`src/rtl/player_motion_ctrl.sv`:
```
// ---------------------------------------------------------------------------
// player_motion_ctrl
//
// Per-player motion controller. Clamps the raw mouse X into this player's
// half-court and runs a fixed-point ballistic jump (launch velocity, constant
// gravity). Sits between the mouse/UART position source and the blob
// renderer; one instance per player.
//
// Ports
//   clk_div     in   1   motion tick clock (~100 Hz)
//   rst         in   1   synchronous, active-high reset
//   xpos_in     in   12  raw mouse X, unsigned px
//   click       in   1   jump request, level (mouse button)
//   xpos_out    out  12  clamped player X (1-tick latency)
//   ypos_out    out  12  player Y in integer px (screen Y grows downward)
//   airborne    out  1   high while rising or falling
//   land_pulse  out  1   one-tick pulse on the tick Y returns to the ground
//
// State table
//   state      | meaning
//   ST_GROUND  | resting at GROUND_Y, waiting for a click edge
//   ST_RISE    | airborne, vertical velocity still upward (vy > 0)
//   ST_FALL    | airborne, vertical velocity zero or downward
//   ST_LAND    | single tick after touchdown, land_pulse high
// ---------------------------------------------------------------------------
module player_motion_ctrl #(
    parameter int X_MIN     = 0,
    parameter int X_MAX     = 500,
    parameter int GROUND_Y  = 679,
    parameter int FRAC_BITS = 4,
    parameter int V0        = 256,
    parameter int GRAVITY   = 16,
    parameter int AIR_STEER = 1
) (
    input  logic        clk_div,
    input  logic        rst,
    input  logic [11:0] xpos_in,
    input  logic        click,
    output logic [11:0] xpos_out,
    output logic [11:0] ypos_out,
    output logic        airborne,
    output logic        land_pulse
);

    localparam int YW = 12 + FRAC_BITS;   // unsigned fixed-point Y
    localparam int VW = 13 + FRAC_BITS;   // signed fixed-point velocity

    localparam logic [YW-1:0]        Y_GROUND = YW'(GROUND_Y * (2 ** FRAC_BITS));
    localparam logic signed [VW-1:0] V_LAUNCH = VW'(V0);
    localparam logic signed [VW-1:0] V_GRAV   = VW'(GRAVITY);
    localparam logic [11:0]          X_LO     = 12'(X_MIN);
    localparam logic [11:0]          X_HI     = 12'(X_MAX);

    typedef enum logic [1:0] {
        ST_GROUND = 2'd0,
        ST_RISE   = 2'd1,
        ST_FALL   = 2'd2,
        ST_LAND   = 2'd3
    } state_t;

    state_t                 state_q, state_d;
    logic [YW-1:0]          y_q, y_d;
    logic signed [VW-1:0]   vy_q, vy_d;
    logic                   click_d;
    logic [11:0]            x_q, x_d;

    logic                   jump_req;
    logic signed [VW-1:0]   vy_n;
    logic signed [YW+1:0]   y_n;
    logic signed [YW+1:0]   y_ground_s;
    logic [11:0]            x_clamp;
    logic                   air_now;
    logic                   air_next;
    logic                   x_freeze;

    // Rising edge of the button only; a held button never re-arms a jump.
    assign jump_req = click & ~click_d;

    // Y step in signed arithmetic two bits wider than y_int so that both an
    // overshoot above the top of the screen (negative) and a landing
    // overshoot are visible before clamping.
    assign y_n        = $signed({2'b00, y_q}) - $signed({vy_q[VW-1], vy_q});
    assign vy_n       = vy_q - V_GRAV;
    assign y_ground_s = $signed({2'b00, Y_GROUND});

    always_comb begin
        state_d = state_q;
        y_d     = y_q;
        vy_d    = vy_q;
        case (state_q)
            ST_GROUND: begin
                y_d  = Y_GROUND;
                vy_d = '0;
                if (jump_req) begin
                    state_d = ST_RISE;
                    vy_d    = V_LAUNCH;
                end
            end
            ST_RISE, ST_FALL: begin
                if (y_n < 0) begin
                    // Hit the top of the screen: stop dead and start falling.
                    y_d     = '0;
                    vy_d    = '0;
                    state_d = ST_FALL;
                end else if ((state_q == ST_FALL) && (y_n >= y_ground_s)) begin
                    y_d     = Y_GROUND;
                    vy_d    = '0;
                    state_d = ST_LAND;
                end else begin
                    y_d     = y_n[YW-1:0];
                    vy_d    = vy_n;
                    state_d = (vy_n > 0) ? ST_RISE : ST_FALL;
                end
            end
            ST_LAND: begin
                y_d     = Y_GROUND;
                vy_d    = '0;
                state_d = ST_GROUND;
            end
            default: begin
                y_d     = Y_GROUND;
                vy_d    = '0;
                state_d = ST_GROUND;
            end
        endcase
    end

    always_comb begin
        x_clamp = xpos_in;
        if (xpos_in < X_LO) begin
            x_clamp = X_LO;
        end else if (xpos_in > X_HI) begin
            x_clamp = X_HI;
        end
    end

    // Without air steer X is held only while the player is airborne both
    // before and after this edge: the take-off edge still captures the input
    // (take-off value) and the touchdown edge already follows it again.
    assign air_now  = (state_q == ST_RISE) || (state_q == ST_FALL);
    assign air_next = (state_d == ST_RISE) || (state_d == ST_FALL);
    assign x_freeze = (AIR_STEER == 0) && air_now && air_next;

    always_comb begin
        x_d = x_clamp;
        if (x_freeze) begin
            x_d = x_q;
        end
    end

    always_ff @(posedge clk_div) begin
        if (rst) begin
            state_q <= ST_GROUND;
            y_q     <= Y_GROUND;
            vy_q    <= '0;
            click_d <= 1'b0;
            x_q     <= X_LO;
        end else begin
            state_q <= state_d;
            y_q     <= y_d;
            vy_q    <= vy_d;
            click_d <= click;
            x_q     <= x_d;
        end
    end

    // All outputs are straight decodes of registers updated on the same edge.
    assign xpos_out   = x_q;
    assign ypos_out   = y_q[FRAC_BITS +: 12];
    assign airborne   = air_now;
    assign land_pulse = (state_q == ST_LAND);

endmodule
```
`config.mk`:
```
export PLATFORM = sky130hd
export DESIGN_NAME = player_motion_ctrl
export DESIGN_NICKNAME = d
export VERILOG_FILES = /design/src/rtl/player_motion_ctrl.sv
export SDC_FILE = /design/constraint.sdc
export NUM_CORES = 1
export LEC_CHECK = 0
export CORE_UTILIZATION = 55
export CTS_CLUSTER_DIAMETER = 150
export DETAILED_ROUTE_END_ITERATION = 8
export DONT_BUFFER_PORTS = 1
export PLACE_DENSITY = 0.7
export RECOVER_POWER = 50
export SETUP_SLACK_MARGIN = 0.05
export SLEW_MARGIN = 20
export SYNTH_ARGS = -nofsm -noshare
export SYNTH_HDL_FRONTEND = slang
export SYNTH_SLANG_ARGS = --single-unit
```
`constraint.sdc`:
```
create_clock -name clk_div -period 3.6 [get_ports clk_div]
set_input_delay 0.72 -clock clk_div [delete_from_list [all_inputs] [get_ports clk_div]]
set_output_delay 0.72 -clock clk_div [all_outputs]
set_load 0.1 [all_outputs]
```
==> impl_metrics.py <==
metrics = {
    "die": {
        "ioPinCount": 41,
        "dieArea_sq_mm": 0.00496,
        "core_sq_mm": 0.00441,
        "die_x_microns": 70.4,
        "start_util_pct": 58.4,
        "rows": 24,
        "die_h_microns": 70.4,
    },
    "routing": {
        "drtIter0Drc": 93,
        "wire_per_inst_microns": 15.0,
        "viasPerCell": 5.78,
        "drc": 0,
        "drt-pass1-iter-count": 4,
        "totalWireLength_microns": 5160,
        "dr_total_vias": 1994,
        "ant_nets": 0,
    },
    "clocking": {
        "clkSinkCount": 43,
        "clkLatencyLatePin_ps": 300,
        "post_cts_buffers": 0,
        "cts_hold_repair.buffers": 0,
        "clk_pin_slew_ps": 90,
        "cts_buffer_depth": 2,
        "cts_tree": "built",
        "h-tree-depth": 2,
        "cts_made_buffers": 5,
        "cts_root_buf": "clkbuf_8",
        "cts_resized": 0,
    },
    "setup_path": {
        "r2r_slack_ps": 380,
        "rr_worst_depth": 8,
        "crit_fanout": 13,
        "critPathLaunchType": "register",
        "r2r-end": "vy_q[8]",
        "rr_startpoint": "y_q[14]",
        "crit_chain": "clkbuf_1 > ha_1 > inv_1 > or4_4 > and3_4 > and4_4 > o21ai_4 > o2bb2ai_1",
        "crit_type": "register to register",
        "worstSetupStartpoint": "y_q[14]",
        "cp_slowest_stage_delay_ps": 890,
        "cp.required_ps": 3780,
        "crit_family": "buffers and inverters",
        "end_kind": "register",
        "arrival_ps": 3400,
        "crit_slowest_cell": "clkbuf_1",
        "crit_buf_inv": 2,
    },
    "timing": {
        "period_share_pct": 89.5,
        "clock_skew_ps": 11.3,
        "setup_tns_ps": 0,
        "period_minus_slack_ps": 3220,
        "worst_pin_slew_ps": 1220,
        "report.final.setup_viol": 0,
        "hold_viol_final": 0,
        "holdWs_ps": 474,
        "maxSlewViolCount": 0,
        "maxSlewHeadroom_pct": 18.9,
        "rsz0062_at_grt": "false",
        "fmax_mhz": 310,
    },
    "placement": {
        "hpwl_microns": 4000,
        "place_congestion": 0.894,
        "portBuffers": 0,
    },
    "layout": {
        "drive_above_1_share_pct": 10.2,
        "mostFrequentLayoutCells": "43 x dfxtp_1, 29 x nor2_1, 21 x inv_1, 19 x ha_1, 17 x xnor2_1",
        "layout_commonest_cell": "dfxtp_1",
        "nFillCells": 413,
        "n_antenna_cell": 0,
        "syn2layout_area_growth_pct": 2.91,
        "nets": 326,
    },
    "global_route": {
        "antenna_found_initial": 0,
        "grt_pass1_wl_microns": 8380,
        "overflow": 0,
        "grt_max_degree": 16,
        "grt_pass1_vias": 1824,
        "grtUsageTotal_pct": 21.8,
    },
    "yosys": {
        "synth_edf_count": 0,
        "syn_inst": 291,
        "synth_area_sq_mm": 0.00258,
        "yosys.area.top_type": "dfxtp_1",
        "ys_types": 61,
        "ys_async_sr_fraction_pct": 0,
        "synth_warnings": 0,
        "ys_seq_elements": 43,
        "synth_ff_type": "dfxtp_1",
        "syn_avg_cell_area_sq_um": 8.85,
        "synth_top_area_share_pct": 33.4,
        "synthTopCellsByArea": "dfxtp_1 33%, ha_1 9.2%, xnor2_1 5.8%",
        "yosysSeqAreaShare_pct": 33.4,
    },
    "power_and_ir_drop": {
        "power_uw": 2790,
        "internal-power_uw": 1340,
        "peakVddDrop_v": 0.000666,
        "seqPwrFrac_pct": 23.8,
        "p_sw_uw": 1440,
        "leakage_uw": 0.00104,
        "power_density_mw_per_mm2": 1050,
        "clkPwrFrac_pct": 11.3,
        "swShare_pct": 51.8,
        "combPwrFrac_pct": 65.0,
    },
    "min_path": {
        "holdPathEnd": "xpos_out[8]",
        "hp-start": "rst",
        "min_path_type": "primary input to register",
        "whs_path_depth": 1,
    },
    "outcome": {
        "status": "complete, no violations",
    },
    "run": {
        "maxCapViolations": 0,
    },
}
-- layout make-up --
type	count	area [sq um]	area share [%]
inverter	21	78.8	2.97
timing repair buffer	13	52.6	1.98
clock inverter	3	25.0	0.944
sequential	43	861	32.5
multi-input combinational	208	1500	56.6
clock buffer	5	68.8	2.60
tap	52	65.1	2.45
-- cell families after synthesis --
logic type                 share of synthesized area [%]
other                                              0.146
and+or+nand+nor                                     21.1
AOI/OAI and AO/OA                                   20.2
xor gates and xnor gates                            7.14
buffers and inverters                               8.79
adders and majority gates                           9.23
DFF                                                 33.4
-- flip-flops by register name, summed over array words and instances (netlist names) --
signal and count:
y_q 15, vy_q 13, xpos_out 12, state_q 2, click_d 1
-- worst reg2reg max path, delay by kind of cell (launching register included) --
family                   cells  cell delay, ps
buffers and inverters        2             970
AO/OA/AOI/OAI                2             560
flip-flops                   1             310
adder cells (fa/ha/maj)      1             330
AND/OR/NAND/NOR              3             920
-- how the worst max path moves through the flow --
stage,end,slack (ps),depth (start not counted)
2_1_floorplan,vy_q[10],940,12
3_3_place_gp,vy_q[8],520,10
3_5_place_dp,vy_q[8],510,10
5_1_grt,vy_q[8],250,10
6_report,vy_q[8],380,8
4_1_cts,vy_q[8],490,10
-- per-stage QoR --
stage	setup slack, ps	area, sq um	utilization, %	instances
global route	248	2650	60.1	345
floorplan	943	2590	-	294
global placement	516	2600	59.0	337
CTS	492	2700	61.1	345
finish	378	2650	60.1	345
detailed placement	509	2600	59.0	337
-- routing by layer --
metal	part of all wire [%]	global-route usage, %	vias to the layer above
met2	45	34.6	54
met4	1.4	9.56	0
met3	4.5	4.18	5
met5	0	0	-
met1	49	28.8	917
li1	-	-	1018
-- cells in the mapped netlist, types with 2 or more instances --
cell / count
nand3b_1: 2
ha_1: 19
xor2_1: 4
o21ai_2: 3
nor2b_1: 3
a21oi_1: 13
a21o_1: 10
buf_6: 2
o21ai_0: 7
buf_4: 13
or3_1: 4
nor2_1: 29
inv_1: 21
dfxtp_1: 43
a31oi_1: 5
nand2_1: 7
nand3_1: 6
nor2_2: 10
o21ai_1: 2
nor3_1: 9
o21bai_1: 2
o21a_1: 2
clkbuf_1: 5
xnor2_1: 17
o31ai_1: 3
and4_1: 3
nand4_1: 4
nor4_1: 2
and3_1: 7
o211ai_1: 3
-- power groups by stage --
stage          sequential [uW]  clock [uW]  combinational (uW)
6_report                   662         314                1810
5_1_grt                    672         342                1960
4_1_cts                    663         325                1820
3_5_place_dp               672           0                1810
3_3_place_gp               671           0                1810
2_1_floorplan              652           0                1590
Power figures use the tool's default switching activity.
